$ cat src/rtl/ir_dir_controller_if.sv
// Bundles the frame/tick inputs and direction/status outputs of the IR direction controller.
interface ir_dir_controller_if #(
    parameter int DEPTH = 4
);
    localparam int CW = $clog2(DEPTH + 1);

    logic          frame_valid;
    logic [31:0]   frame_word;
    logic          tick;
    logic [1:0]    dir;
    logic          dir_changed;
    logic [CW-1:0] fifo_count;
    logic          overflow;
    logic [7:0]    err_count;

    modport master (
        output frame_valid, frame_word, tick,
        input  dir, dir_changed, fifo_count, overflow, err_count
    );

    modport slave (
        input  frame_valid, frame_word, tick,
        output dir, dir_changed, fifo_count, overflow, err_count
    );
endinterface

$ cat src/rtl/ir_dir_controller.sv
// Validates NEC frames, filters reversals/duplicates, queues directions and releases one per game tick.
module ir_dir_controller #(
    parameter int         DEPTH     = 4,
    parameter logic [7:0] ADDR      = 8'h20,
    parameter logic [7:0] CMD_UP    = 8'h6A,
    parameter logic [7:0] CMD_DOWN  = 8'hEA,
    parameter logic [7:0] CMD_LEFT  = 8'h1A,
    parameter logic [7:0] CMD_RIGHT = 8'h9A
) (
    input logic nec_clk,
    input logic reset_n,
    ir_dir_controller_if.slave bus
);
    localparam int PW = $clog2(DEPTH);
    localparam int CW = $clog2(DEPTH + 1);

    typedef enum logic [1:0] {IDLE, CHECK, FILTER} state_t;

    state_t        state;
    logic [31:0]   word;
    logic [1:0]    new_dir;
    logic [1:0]    last_dir;
    logic [1:0]    dir_q;
    logic          dir_changed_q;
    logic          overflow_q;
    logic [7:0]    err_q;
    logic [PW-1:0] wr_ptr;
    logic [PW-1:0] rd_ptr;
    logic [CW-1:0] count;
    logic [1:0]    mem [DEPTH];

    logic [7:0] addr_b, addr_n, cmd_b, cmd_n;
    logic       cmd_known;
    logic [1:0] cmd_dir;
    logic       frame_ok;
    logic       full, pop, accept, push, drop_full, reversal;
    logic [1:0] err_inc;
    logic [8:0] err_sum;
    logic [7:0] err_next;

    assign addr_b = word[31:24];
    assign addr_n = word[23:16];
    assign cmd_b  = word[15:8];
    assign cmd_n  = word[7:0];

    always_comb begin
        cmd_known = 1'b1;
        cmd_dir   = 2'b00;
        case (cmd_b)
            CMD_UP:    cmd_dir = 2'b00;
            CMD_DOWN:  cmd_dir = 2'b01;
            CMD_LEFT:  cmd_dir = 2'b10;
            CMD_RIGHT: cmd_dir = 2'b11;
            default:   cmd_known = 1'b0;
        endcase
    end

    assign frame_ok = (addr_b == ADDR) && (addr_n == ~addr_b) && (cmd_n == ~cmd_b) && cmd_known;

    // Opposite directions differ only in bit 0 with this encoding.
    assign reversal  = (state == FILTER) && (new_dir == (last_dir ^ 2'b01));
    assign accept    = (state == FILTER) && (new_dir != last_dir) && !reversal;
    assign full      = (count == CW'(DEPTH));
    assign push      = accept && !full;
    assign drop_full = accept && full;
    assign pop       = bus.tick && (count != '0);

    // A frame rejected in CHECK and a frame ignored while busy can coincide, so up to two errors per cycle.
    assign err_inc  = 2'({1'b0, (state == CHECK) && !frame_ok})
                    + 2'({1'b0, reversal})
                    + 2'({1'b0, bus.frame_valid && (state != IDLE)});
    assign err_sum  = {1'b0, err_q} + 9'(err_inc);
    assign err_next = err_sum[8] ? 8'hFF : err_sum[7:0];

    always_ff @(posedge nec_clk or negedge reset_n) begin
        if (!reset_n) begin
            state         <= IDLE;
            word          <= '0;
            new_dir       <= 2'b00;
            last_dir      <= 2'b00;
            dir_q         <= 2'b00;
            dir_changed_q <= 1'b0;
            overflow_q    <= 1'b0;
            err_q         <= '0;
            wr_ptr        <= '0;
            rd_ptr        <= '0;
            count         <= '0;
        end else begin
            case (state)
                IDLE: begin
                    if (bus.frame_valid) begin
                        word  <= bus.frame_word;
                        state <= CHECK;
                    end
                end
                CHECK: begin
                    if (frame_ok) begin
                        new_dir <= cmd_dir;
                        state   <= FILTER;
                    end else begin
                        state <= IDLE;
                    end
                end
                FILTER:  state <= IDLE;
                default: state <= IDLE;
            endcase

            if (push) begin
                wr_ptr   <= wr_ptr + PW'(1);
                last_dir <= new_dir;
            end
            if (pop) begin
                rd_ptr <= rd_ptr + PW'(1);
                dir_q  <= mem[rd_ptr];
            end
            case ({push, pop})
                2'b10:   count <= count + CW'(1);
                2'b01:   count <= count - CW'(1);
                default: count <= count;
            endcase

            dir_changed_q <= pop;
            overflow_q    <= drop_full;
            err_q         <= err_next;
        end
    end

    always_ff @(posedge nec_clk) begin
        if (push) begin
            mem[wr_ptr] <= new_dir;
        end
    end

    assign bus.dir         = dir_q;
    assign bus.dir_changed = dir_changed_q;
    assign bus.fifo_count  = count;
    assign bus.overflow    = overflow_q;
    assign bus.err_count   = err_q;
endmodule

$ cat src/flat_wrapper.sv
// flat-port wrapper written by rule: the top's interface ports become plain ports
module ir_dir_controller_flat 
#(
    parameter int         DEPTH     = 4,
    parameter logic [7:0] ADDR      = 8'h20,
    parameter logic [7:0] CMD_UP    = 8'h6A,
    parameter logic [7:0] CMD_DOWN  = 8'hEA,
    parameter logic [7:0] CMD_LEFT  = 8'h1A,
    parameter logic [7:0] CMD_RIGHT = 8'h9A
)
  (nec_clk, reset_n, bus_frame_valid, bus_frame_word, bus_tick, bus_dir, bus_dir_changed, bus_fifo_count, bus_overflow, bus_err_count);
  ir_dir_controller_if #(.DEPTH(DEPTH)) bus_i ();
  input logic nec_clk;
  input logic reset_n;
  input wire logic [$bits(bus_i.frame_valid)-1:0] bus_frame_valid;
  input wire logic [$bits(bus_i.frame_word)-1:0] bus_frame_word;
  input wire logic [$bits(bus_i.tick)-1:0] bus_tick;
  output wire logic [$bits(bus_i.dir)-1:0] bus_dir;
  output wire logic [$bits(bus_i.dir_changed)-1:0] bus_dir_changed;
  output wire logic [$bits(bus_i.fifo_count)-1:0] bus_fifo_count;
  output wire logic [$bits(bus_i.overflow)-1:0] bus_overflow;
  output wire logic [$bits(bus_i.err_count)-1:0] bus_err_count;
  assign bus_i.frame_valid = bus_frame_valid;
  assign bus_i.frame_word = bus_frame_word;
  assign bus_i.tick = bus_tick;
  assign bus_dir = bus_i.dir;
  assign bus_dir_changed = bus_i.dir_changed;
  assign bus_fifo_count = bus_i.fifo_count;
  assign bus_overflow = bus_i.overflow;
  assign bus_err_count = bus_i.err_count;
  ir_dir_controller #(.DEPTH(DEPTH), .ADDR(ADDR), .CMD_UP(CMD_UP), .CMD_DOWN(CMD_DOWN), .CMD_LEFT(CMD_LEFT), .CMD_RIGHT(CMD_RIGHT)) u_core (.nec_clk(nec_clk), .reset_n(reset_n), .bus(bus_i));
endmodule
$ cat config.mk
export PLATFORM = sky130hd
export DESIGN_NAME = ir_dir_controller_flat
export DESIGN_NICKNAME = d
export VERILOG_FILES = /design/src/rtl/ir_dir_controller_if.sv /design/src/rtl/ir_dir_controller.sv /design/src/flat_wrapper.sv
export SDC_FILE = /design/constraint.sdc
export NUM_CORES = 1
export LEC_CHECK = 0
export CORE_MARGIN = 5
export CORE_UTILIZATION = 52
export DETAILED_ROUTE_END_ITERATION = 8
export HOLD_SLACK_MARGIN = 0.02
export PLACE_DENSITY = 0.78
export SYNTH_ARGS = -nofsm -noshare
export SYNTH_HDL_FRONTEND = slang
export SYNTH_SLANG_ARGS = --single-unit
$ cat constraint.sdc
create_clock -name nec_clk -period 3.8 [get_ports nec_clk]
set_clock_uncertainty 0.2 [all_clocks]
set_input_delay 0.76 -clock nec_clk [delete_from_list [all_inputs] [get_ports nec_clk]]
set_output_delay 0.76 -clock nec_clk [all_outputs]
set_load 0.005 [all_outputs]
== Word level (Yosys, flattened, before mapping) ==
Memory sizes are Yosys's and may differ from the RTL's. A register that Yosys moved wholly into a read port is not among the register bits.
Index checks and enable logic that the tools add are counted.
W data, S select, Z words.

* Bitwise logic cells: 3
* Add/sub/neg operators: 7
* Reductions and logical operators: 22
* Eq/ne operators: 15
* Mux-type cells: 9

{| class="wikitable"
|+ Operators with widths
! operator !! number
|-
| $eq A8 B8 Y1 || 2
|-
| $eq A8 B8 Y1 const B || 2
|-
| $not A8 Y8 || 2
|-
| $logic_and A1 B1 Y1 || 11
|-
| $add A8 B2 Y9 || 1
|-
| $eq A8 B5 Y1 const B || 1
|-
| $eq A8 B6 Y1 const B || 1
|-
| $eq A8 B7 Y1 const B || 1
|-
| $mux W8 || 1
|-
| $pmux W2 S3 || 1
|-
| $pmux W3 S2 || 1
|-
| $add A2 B1 Y2 const B || 2
|-
| $eq A2 B1 Y1 const B || 2
|-
| $eq A2 B2 Y1 const B || 2
|-
| $logic_not A1 Y1 || 4
|-
| $mux W2 || 2
|-
| $pmux W2 S2 || 1
|-
| $reduce_and A2 Y1 || 2
|-
| $reduce_bool A2 Y1 || 2
|-
| $reduce_or A4 Y1 || 1
|-
| $add A3 B1 Y3 const B || 1
|-
| $eq A3 B3 Y1 const B || 1
|-
| $mux W1 || 3
|-
| $reduce_bool A3 Y1 || 1
|-
| 8 further kinds || 8
|}

* Flip-flop bits (word level): 55
* Bits of input ports: 36
* Logic and storage cells: 67
* RAM bits: 8
* Output and inout bits: 15
* Memories kept: 1

{| class="wikitable"
|+ Memory list
! memory !! words !! bits a word !! read ports !! clocked after Yosys merged registers in !! wr ports !! RTL line !! source
|-
| u_core.mem || 4 || 2 || 1 || 1 || 1 || ir_dir_controller.sv:30 || <nowiki>logic [1:0] mem [DEPTH];</nowiki>
|}

== Logic depth before layout (Yosys ltp) ==
Gate-level depths: netlist of the first run.

* Depth in word-level cells: 11
* Depth in mapped cells: 13
* Depth with buffers taken out: 13

== Least setup slack after synthesis of the first run ==
OpenSTA, ideal clock, no wires.

* Kind: input -> register
* Start: input bus_frame_valid
* End: register u_core.err_q[7], in the netlist u_core.bus.err_count[7]
* Stages: 8
* Buffers on the path: 0
* Slack: 1073 ps
* Data arrival time: 2403 ps
* Required time: 3475 ps
* Library setup time: 125 ps
* Path through: o21ai_0 > fa_1 > inv_1 > ha_1 > fa_1 > nand2_1 > nand2_1 > mux2_2

* Longest elaborated chain between the ends: 4

{| class="wikitable"
|+ RTL lines
! item !! RTL line !! source
|-
| start, declared || flat_wrapper.sv:15 || <nowiki>input wire logic [$bits(bus_i.frame_valid)-1:0] bus_frame_valid;</nowiki>
|-
| $logic_and A1 B1 Y1 || ir_dir_controller.sv:71 || <nowiki>+ 2'({1'b0, bus.frame_valid && (state != IDLE)});</nowiki>
|-
| $add A2 B1 Y2 || ir_dir_controller.sv:71 ||
|-
| $add A8 B2 Y9 || ir_dir_controller.sv:72 || <nowiki>assign err_sum = {1'b0, err_q} + 9'(err_inc);</nowiki>
|-
| $mux W8 || ir_dir_controller.sv:73 || <nowiki>assign err_next = err_sum[8] ? 8'hFF : err_sum[7:0];</nowiki>
|-
| named net u_core.err_next[7] || ir_dir_controller.sv:39 || <nowiki>logic [7:0] err_next;</nowiki>
|-
| end signal, assigned || ir_dir_controller.sv:124 || <nowiki>err_q <= err_next;</nowiki>
|-
| end, declared || ir_dir_controller.sv:26 || <nowiki>logic [7:0] err_q;</nowiki>
|}

The timed path passes the listed nets, and every way through them passes these cells.
A chain may end at the register's enable or synchronous reset.

== Worst setup path after layout of the first run ==
* Start: register u_core.word[28]
* End: register u_core.err_q[1], in the netlist u_core.bus.err_count[1]

* Longest elaborated chain between the ends: 11
* Elaborated cells on any way between the ends: 12
* Classes of those cells: add/sub (3); eq/ne (2); mux (1); bitwise (1); reduce/logical (5)

{| class="wikitable"
|+ RTL lines
! item !! RTL line !! source
|-
| start, declared || ir_dir_controller.sv:20 || <nowiki>logic [31:0] word;</nowiki>
|-
| start signal, assigned || ir_dir_controller.sv:92 || <nowiki>word <= bus.frame_word;</nowiki>
|-
| $not A8 Y8 || ir_dir_controller.sv:58 || <nowiki>assign frame_ok = (addr_b == ADDR) && (addr_n == ~addr_b) && (cmd_n == ~cmd_b) && cmd_known;</nowiki>
|-
| $eq A8 B8 Y1 || ir_dir_controller.sv:58 ||
|-
| $logic_and A1 B1 Y1 (*) (3 in series) || ir_dir_controller.sv:58 ||
|-
| $logic_not A1 Y1 (*) || ir_dir_controller.sv:69 || <nowiki>assign err_inc = 2'({1'b0, (state == CHECK) && !frame_ok})</nowiki>
|-
| $logic_and A1 B1 Y1 (*) || ir_dir_controller.sv:69 ||
|-
| $add A1 B1 Y2 (*) || ir_dir_controller.sv:70 || <nowiki>+ 2'({1'b0, reversal})</nowiki>
|-
| $add A2 B1 Y2 (*) || ir_dir_controller.sv:71 ||
|-
| $add A8 B2 Y9 (*) || ir_dir_controller.sv:72 ||
|-
| $mux W8 (*) || ir_dir_controller.sv:73 ||
|-
| named net u_core.err_next[1] || ir_dir_controller.sv:39 ||
|}

The timed path passes the listed nets; every way through them passes the cells marked *.

==> flow_metrics.tcl, run 1 <==
set metrics [dict create \
    ir_drop_uv 276 \
    drt_first_iter_violations 75 \
    track_usage_pct 15.2 \
    clockRootBuffer "clkbuf_8" \
    die_h_um 84.7 \
    cp.arrival_ns 3.17 \
    area_growth_pct 27.2 \
    tightest_slew_ns 0.657 \
    maxCapViolCount 0 \
    power_density_nw_per_um2 545 \
    min_path_type "input port to async pin" \
    synth_top_area_share_pct 49.2 \
    gp_congestion 0.736 \
    r2r_setup_slack_ns 0.70 \
    grt_max_degree 37 \
    vias_per_cell 5.11 \
    crit_top_cell "nand3_1" \
    finalInstanceArea_um2 3680 \
    synth_largest_area_cell "dfrtp_1" \
    worst-path-buf-inv 1 \
    placed_area_um2 3490 \
    rows 27 \
    dp_hpwl_um 3620 \
    grt.overflow.total 0 \
    async_reset_ff_share_pct 87.7 \
    finalSetupViolCount 0 \
    detail-route-antenna-nets 0 \
    vias 1773 \
    crit_chain "nor4b_2 -> nand3_1 -> nor3_2 -> nand3_1 -> nand2_1 -> fa_1 -> inv_1 -> ha_1 -> fa_1 -> nand2_1 -> nor2_1 -> nand3_1 -> nand2b_1" \
    finalCritPeriodShare_pct 81.6 \
    critical_path_required_ns 3.87 \
    crit_path_top_delay_cell "fa_1" \
    critPathLaunchType "flop" \
    core-area_um2 5470 \
    fin_nets 317 \
    synth-edff-count 8 \
    antenna_found_initial 0 \
    clk_path_buf_depth 2 \
    drive_gt1_share_pct 21.8 \
    max_slew_margin_pct 55.9 \
    final_common_cell "dfrtp_1" \
    syn_area_um2 2900 \
    status "finished clean" \
    io_buffers 50 \
    yosysWarnings 0 \
    cts.clk_slew.worst_paths_ns 0.07 \
    cts.sink_count 65 \
    post_cts_buffers 0 \
    end_kind "flop" \
    drc 0 \
    hold_buffers 0 \
    syn_area_per_cell_um2 13.7 \
    synth_cell_types 32 \
    maxSlewViolCount 0 \
    tns_ns 0 \
    synth_seq_cells 65 \
    fp.dieW_um 84.7 \
    die_area_um2 7170 \
    drt_pass1_iterations 4 \
    synth_flop_cell "dfrtp_1" \
    fin_crit_ns 3.10 \
    finalHoldViolCount 0 \
    worst-path-max-fanout 6 \
    max_stage_delay_ns 0.41 \
    syn_inst 211 \
    path_delay_family "simple AND/OR/NAND/NOR gates" \
    diodes 0 \
    io_pins 51 \
    p_leak_nw 1.55 \
    fmax_mhz 323 \
    initial_utilization_pct 52.9 \
    clkLatencyLatePin_ns 0.34 \
    layout_common_cells "dfrtp_1, clkdlybuf4s50_1, mux2_2" \
    grt_setup_unrepaired "no" \
    drt-wirelength-per-cell_um 14.0 \
    cts_resized 0 \
    grt_pass1_vias 1804 \
    cts_buffers 9 \
    fillers 426 \
    fin_total_pwr_mw 2.01 \
    synth.net_count 257 \
    tritoncts "done" \
    critical_path_class "flop to flop" \
    ys_seq_area_share_pct 57.5 \
    wirelength_um 4860 \
    synth_area_leaders "dfrtp_1, mux2_2, edfxtp_1, xor2_1, ha_1" \
    h-tree-depth 3 \
    grt_pass1_wl_um 8370 \
]
==> path summary, 6_finish.rpt <==
path                       depth (start not counted)                           endpoint                     startpoint
setup / recovery                                  13  u_core.bus.err_count[1]$_DFF_PN0_    u_core.word[28]$_DFFE_PN0P_
hold / removal                                     1       u_core.rd_ptr[0]$_DFFE_PN0P_                        reset_n
setup reg to reg                                  13  u_core.bus.err_count[1]$_DFF_PN0_    u_core.word[28]$_DFFE_PN0P_
hold reg to reg                                    2      u_core.bus.dir[0]$_DFFE_PN0P_  u_core.bus.dir[0]$_DFFE_PN0P_
max in group asynchronous                          2        u_core.word[11]$_DFFE_PN0P_                        reset_n
min in group nec_clk                               2      u_core.bus.dir[0]$_DFFE_PN0P_  u_core.bus.dir[0]$_DFFE_PN0P_
==> routing by layer <==
metal | vias to the layer above | wire length, um | track usage (%) | share of wire (%)
li1 | 850 | - | - | -
met5 | - | 0 | 0 | 0
met3 | 11 | 334 | 5.10 | 6.9
met1 | 864 | 2000 | 18.5 | 41
met4 | 0 | 110 | 8.35 | 2.3
met2 | 48 | 2420 | 23.6 | 50
==> through the flow <==
stage | hold WS, ns | worst slack (ns) | cells | utilization, %
finish | 0.190 | 0.700 | 347 | 67.3
global route | 0.211 | 0.460 | 347 | 67.3
CTS | 0.192 | 0.671 | 347 | 67.3
detailed placement | 0.266 | 0.404 | 332 | 63.8
global placement | 0.261 | 0.481 | 332 | 63.8
floorplan | 0.264 | 1.07 | 211 | -
==> cell usage after synthesis (2+ instances only) <==
cell,number
inv_1,11
ha_1,7
nand2_1,16
mux2_1,2
dfrtp_1,57
a21oi_1,3
nand4bb_1,2
mux2_2,35
o21ai_0,2
nor2b_1,2
fa_1,3
nor2_1,6
and2_1,4
mux4_2,2
nor4b_1,2
buf_2,3
nor3_1,2
nand4_1,3
xor2_1,13
xnor2_1,10
nand3b_1,2
nand2b_1,2
nand3_1,6
edfxtp_1,8
==> area by class of cell <==
class | instances | area, um^2 | area share, %
Clock buffer | 12 | 155 | 4.21
Clock inverter | 3 | 40.0 | 1.09
Multi-Input combinational cell | 132 | 1180 | 32.1
Timing Repair Buffer | 52 | 510 | 13.9
Inverter | 11 | 41.3 | 1.12
Sequential cell | 65 | 1670 | 45.2
Tap cell | 72 | 90.1 | 2.44
==> report_power, final <==
group / total (mW) / internal (mW) / switching, mW
Combinational: 0.481 / 0.301 / 0.180
Clock: 0.574 / 0.333 / 0.241
Sequential: 0.954 / 0.830 / 0.124
==> cells by family (layout without fill, tap and decap cells) <==
logic type      after synthesis  count (layout)  share of synthesized area, %
compound gates                7               7                          1.55
xor+xnor                     23              23                          6.95
fa+ha+maj                    10              10                          5.09
buf+inv                      14              78                          1.94
flops                        65              65                          57.5
mux                          40              40                          16.3
simple gates                 52              52                          10.7
==> flip-flops by register name, indices dropped and copies added, names as in the netlist <==
| name | count |
|---|---|
| u_core.last_dir | 2 |
| u_core.new_dir | 2 |
| u_core.wr_ptr | 2 |
| u_core.bus.err_count | 8 |
| u_core.rd_ptr | 2 |
| u_core.mem | 8 |
| u_core.bus.dir_changed | 1 |
| u_core.bus.fifo_count | 3 |
| u_core.bus.overflow | 1 |
| u_core.state | 2 |
| u_core.word | 32 |
| u_core.bus.dir | 2 |
Power figures use the tool's default switching activity.
==> inputs of run 2 (changes only) <==
clock period = 3.1 ns   (was 3.8 ns; I/O delays follow)
==> flow_metrics.tcl, run 2 (synthesis gave the netlist of run 1 again) <==
set metrics [dict create \
    core-area_um2 5470 \
    status "finished clean" \
    track_usage_pct 15.1 \
    crit_chain "xor2_1 -> nand4_1 -> nor4_4 -> nand3_1 -> nand2_1 -> fa_1 -> inv_1 -> ha_1 -> fa_2 -> nand2_1 -> nor2_2 -> nand3_2 -> nand2b_1" \
    hold_buffers 0 \
    critical_path_required_ns 3.17 \
    min_path_type "input port to async pin" \
    rows 27 \
    critPathLaunchType "flop" \
    clk_path_buf_depth 2 \
    tritoncts "done" \
    cts.sink_count 65 \
    fin_nets 321 \
    tightest_slew_ns 0.987 \
    vias_per_cell 5.03 \
    maxSlewViolCount 0 \
    h-tree-depth 3 \
    crit_top_cell "nand2_1" \
    fmax_mhz 342 \
    power_density_nw_per_um2 651 \
    max_slew_margin_pct 34.2 \
    cp.arrival_ns 2.99 \
    diodes 0 \
    crit_path_top_delay_cell "fa_1" \
    worst-path-max-fanout 6 \
    cts.clk_slew.worst_paths_ns 0.07 \
    detail-route-antenna-nets 0 \
    vias 1767 \
    ir_drop_uv 319 \
    grt_pass1_wl_um 8470 \
    maxCapViolCount 0 \
    drt-wirelength-per-cell_um 13.9 \
    utilization_pct 67.9 \
    drc 0 \
    fin_crit_ns 2.92 \
    grt_pass1_vias 1869 \
    drt_first_iter_violations 58 \
    finalHoldViolCount 0 \
    cts_buffers 9 \
    largest_reg_flops 32 \
    wirelength_um 4870 \
    area_growth_pct 28.2 \
    layout_common_cells "dfrtp_1, clkdlybuf4s50_1, mux2_2" \
    antenna_found_initial 0 \
    fp.dieW_um 84.7 \
    die_area_um2 7170 \
    final_common_cell "dfrtp_1" \
    dp_hpwl_um 3530 \
    finalSetupViolCount 0 \
    p_leak_nw 1.56 \
    end_kind "flop" \
    gp_congestion 0.779 \
    worst-path-buf-inv 1 \
    io_pins 51 \
    top_register "u_core.word" \
    die_h_um 84.7 \
    io_buffers 50 \
    critical_path_class "flop to flop" \
    grt.overflow.total 0 \
    fillers 421 \
    fin_total_pwr_mw 2.42 \
    grt_max_degree 47 \
    initial_utilization_pct 52.9 \
    clockRootBuffer "clkbuf_8" \
    path_delay_family "simple AND/OR/NAND/NOR gates" \
    finalCritPeriodShare_pct 94.2 \
    max_stage_delay_ns 0.42 \
    drt_pass1_iterations 4 \
    drive_gt1_share_pct 23.3 \
    clkLatencyLatePin_ns 0.33 \
]
==> run 2: final timing paths <==
kind,startpoint,slack (ns),depth (start not counted),endpoint
setup / recovery,u_core.word[3]$_DFFE_PN0P_,0.18,13,u_core.bus.err_count[1]$_DFF_PN0_
hold / removal,reset_n,0.24,1,u_core.rd_ptr[0]$_DFFE_PN0P_
setup reg to reg,u_core.word[3]$_DFFE_PN0P_,0.18,13,u_core.bus.err_count[1]$_DFF_PN0_
hold reg to reg,u_core.bus.dir[0]$_DFFE_PN0P_,0.29,2,u_core.bus.dir[0]$_DFFE_PN0P_
max in group asynchronous,reset_n,1.76,2,u_core.bus.err_count[1]$_DFF_PN0_
min in group nec_clk,u_core.bus.dir[0]$_DFFE_PN0P_,0.29,2,u_core.bus.dir[0]$_DFFE_PN0P_
==> run 2: power by group <==
group          leakage, nW  switching, mW  internal [mW]  total (mW)
Sequential           0.749          0.153           1.02        1.17
Clock               0.0898          0.295          0.353       0.648
Combinational        0.719          0.226          0.373       0.599
==> run 2: area by class of cell <==
type	instances	area (um^2)	area share, %
sequential	65	1670	44.9
multi-input combinational	132	1200	32.3
timing repair buffer	56	541	14.6
clock buffer	15	176	4.75
tap	72	90.1	2.43
inverter	11	41.3	1.11
==> run 2: repair_timing <==
item,CTS,global route
setup buffers,0,1
setup endpoints to repair,0,6
gates resized for setup,0,4
==> run 2: per-stage QoR <==
stage	hold WS [ns]	cell area [um^2]	worst slack (ns)	std cells	TNS (ns)
6_report	0.243	3710	0.179	351	0
5_1_grt	0.319	3710	-0.0212	351	-0.0212
4_1_cts	0.279	3690	0.0860	350	0
3_5_place_dp	0.287	3510	-0.137	335	-0.859
3_3_place_gp	0.260	3510	-0.0674	335	-0.449
2_1_floorplan	0.124	2900	0.409	211	0
==> run 2: metal layers <==
layer  global-route usage (%)  vias to the layer above  wire, um
met4                     9.93                        0       136
met1                     19.1                      858      2150
met5                        0                        -         0
met3                     3.24                       11       263
met2                     23.4                       45      2320
li1                         -                      853         -
==> inputs of run 3 (changes only) <==
ABC_AREA = 1   (was default)
CORE_UTILIZATION = 40   (was 52)
PLACE_DENSITY = 0.62   (was 0.78)
==> flow_metrics.tcl, run 3 <==
set metrics [dict create \
    syn_area_um2 3100 \
    power_density_nw_per_um2 680 \
    h-tree-depth 3 \
    grt.overflow.total 0 \
    die_area_um2 9600 \
    worst-path-max-fanout 4 \
    maxSlewViolCount 0 \
    final_common_cell "nand2_1" \
    synth_cell_types 24 \
    switching_share_pct 28.8 \
    cts.sink_count 65 \
    synth_largest_area_cell "dfrtp_1" \
    area_growth_pct 33.0 \
    status "finished clean" \
    max_slew_margin_pct 44.9 \
    syn_area_per_cell_um2 8.63 \
    io_buffers 50 \
    ir_drop_uv 313 \
    clock_power_share_pct 33.9 \
    utilization_pct 53.9 \
    vias_per_cell 4.43 \
    synth_area_leaders "dfrtp_1, nand2_1, edfxtp_1, inv_1, o21ai_0" \
    yosysWarnings 0 \
    clk_path_buf_depth 2 \
    min_path_type "input port to async pin" \
    p_sw_mw 0.808 \
    place_ws_ns -0.179 \
    grt_pass1_wl_um 10600 \
    cts_buffers 9 \
    combinationalPowerShare_pct 25.6 \
    detail-route-antenna-nets 0 \
    fin_crit_ns 2.94 \
    finalSetupViolCount 0 \
    layout_common_cells "nand2_1, dfrtp_1, inv_1" \
    cts.clk_slew.worst_paths_ns 0.07 \
    fin_cells 534 \
    syn_inst 359 \
    fin_total_pwr_mw 2.80 \
    initial_utilization_pct 40.5 \
    fp.dieW_um 98.0 \
    hold_buffers 0 \
    maxCapViolCount 0 \
    wirelength_um 6020 \
    fmax_mhz 340 \
    finalHoldViolCount 0 \
    synth_seq_cells 65 \
    synth.net_count 405 \
    tritoncts "done" \
    synthTopCellsByCount "nand2_1, dfrtp_1, inv_1" \
    drt-wirelength-per-cell_um 11.3 \
    intPower_mw 1.99 \
    drive_gt1_share_pct 11.3 \
    end_kind "flop" \
    top_register "u_core.word" \
    finalCritPeriodShare_pct 94.8 \
    dp_cells 517 \
    synth_most_common_cell "nand2_1" \
    io_pins 51 \
    p_seq_share_pct 40.5 \
    async_reset_ff_share_pct 87.7 \
    gp_congestion 0.777 \
    rows 32 \
    fillers 728 \
    critPathLaunchType "flop" \
    diodes 0 \
    core-area_um2 7650 \
    clkLatencyLatePin_ns 0.33 \
    fin_nets 473 \
    synth_flop_cell "dfrtp_1" \
    p_leak_nw 2.01 \
    critical_path_required_ns 3.17 \
    critical_path_class "flop to flop" \
    synth_top_area_share_pct 46.1 \
    drt_first_iter_violations 77 \
    dp_hpwl_um 4400 \
    fin_ws_ns 0.161 \
    tightest_slew_ns 0.827 \
    vias 2363 \
    antenna_found_initial 0 \
    drt_pass1_iterations 5 \
    grt_max_degree 38 \
    largest_reg_flops 32 \
    grt_pass1_vias 2410 \
    track_usage_pct 13.6 \
    drc 0 \
    synth-edff-count 8 \
    cp.arrival_ns 3.01 \
    clockRootBuffer "clkbuf_8" \
    die_h_um 98.0 \
    ys_seq_area_share_pct 53.8 \
]
[run 3: final timing paths]
| check | from | end | slack (ns) | cells past startpoint |
|---|---|---|---|---|
| min reg2reg | u_core.word[22]$_DFFE_PN0P_ | u_core.word[22]$_DFFE_PN0P_ | 0.29 | 2 |
| max in group asynchronous | reset_n | u_core.word[4]$_DFFE_PN0P_ | 1.84 | 2 |
| max reg2reg | u_core.word[25]$_DFFE_PN0P_ | u_core.bus.err_count[4]$_DFF_PN0_ | 0.16 | 17 |
| max | u_core.word[25]$_DFFE_PN0P_ | u_core.bus.err_count[4]$_DFF_PN0_ | 0.16 | 17 |
| min in group nec_clk | u_core.word[22]$_DFFE_PN0P_ | u_core.word[22]$_DFFE_PN0P_ | 0.29 | 2 |
| min | reset_n | u_core.bus.err_count[3]$_DFF_PN0_ | 0.18 | 1 |
[run 3: worst max-delay path: stages, from the launching register on]
cell and delay [ns]:
dfrtp_1 0.35, inv_1 0.06, buf_4 0.13, nand2_1 0.07
nand4_1 0.14, nor2_1 0.14, nand2_1 0.10, o21ai_2 0.15
buf_4 0.12, fa_1 0.41, inv_2 0.08, ha_4 0.13
fa_2 0.24, nand2_4 0.08, nor2_1 0.09, inv_1 0.05
or2_2 0.26, nand3_1 0.07
[run 3: power by group through the flow]
| stage | sequential [mW] | clock (mW) | combinational, mW |
|---|---|---|---|
| after floorplan | 1.12 | 0 | 0.390 |
| after global placement | 1.14 | 0 | 0.683 |
| after detailed placement | 1.15 | 0 | 0.694 |
| after CTS | 1.13 | 0.972 | 0.710 |
| after global routing | 1.16 | 1.01 | 0.823 |
| final | 1.13 | 0.949 | 0.718 |
[run 3: metal layers]
metal	track usage (%)	up-vias	share of wire, %
met1	16.7	1063	47
met4	5.43	0	1.5
met3	4.29	8	4.6
met5	0	-	0
li1	-	1245	-
met2	22.3	47	47
[run 3: cell type report]
type | instances | area, um^2 | share of cell area, %
Sequential cell | 65 | 1670 | 40.5
Multi-Input combinational cell | 234 | 1260 | 30.6
Timing Repair Buffer | 64 | 601 | 14.6
Clock buffer | 9 | 124 | 3.01
Tap cell | 102 | 128 | 3.10
Inverter | 53 | 199 | 4.83
Clock inverter | 7 | 143 | 3.46
[run 3: cell families after synthesis]
family,share of synthesized area (%)
AOI/OAI and AO/OA,6.75
and+or+nand+nor,21.8
adders and majority gates,4.77
xor gates and xnor gates,4.48
DFF,53.8
buffers and inverters,7.43
muxes,0.970
[run 3: through the flow]
step	setup TNS [ns]	cell area [um^2]	hold WS (ns)
6_report	0	4120	0.178
4_1_cts	0	4070	0.197
3_5_place_dp	-1.15	3790	0.272
5_1_grt	-0.0336	4120	0.235
3_3_place_gp	-0.535	3790	0.264
2_1_floorplan	0	3100	0.124
[run 3: repair_timing]
item,CTS,global route
buffers inserted,0,1
resized for setup,4,11
gates cloned,0,0
pin swaps,1,5
endpoints found under the setup margin,7,8
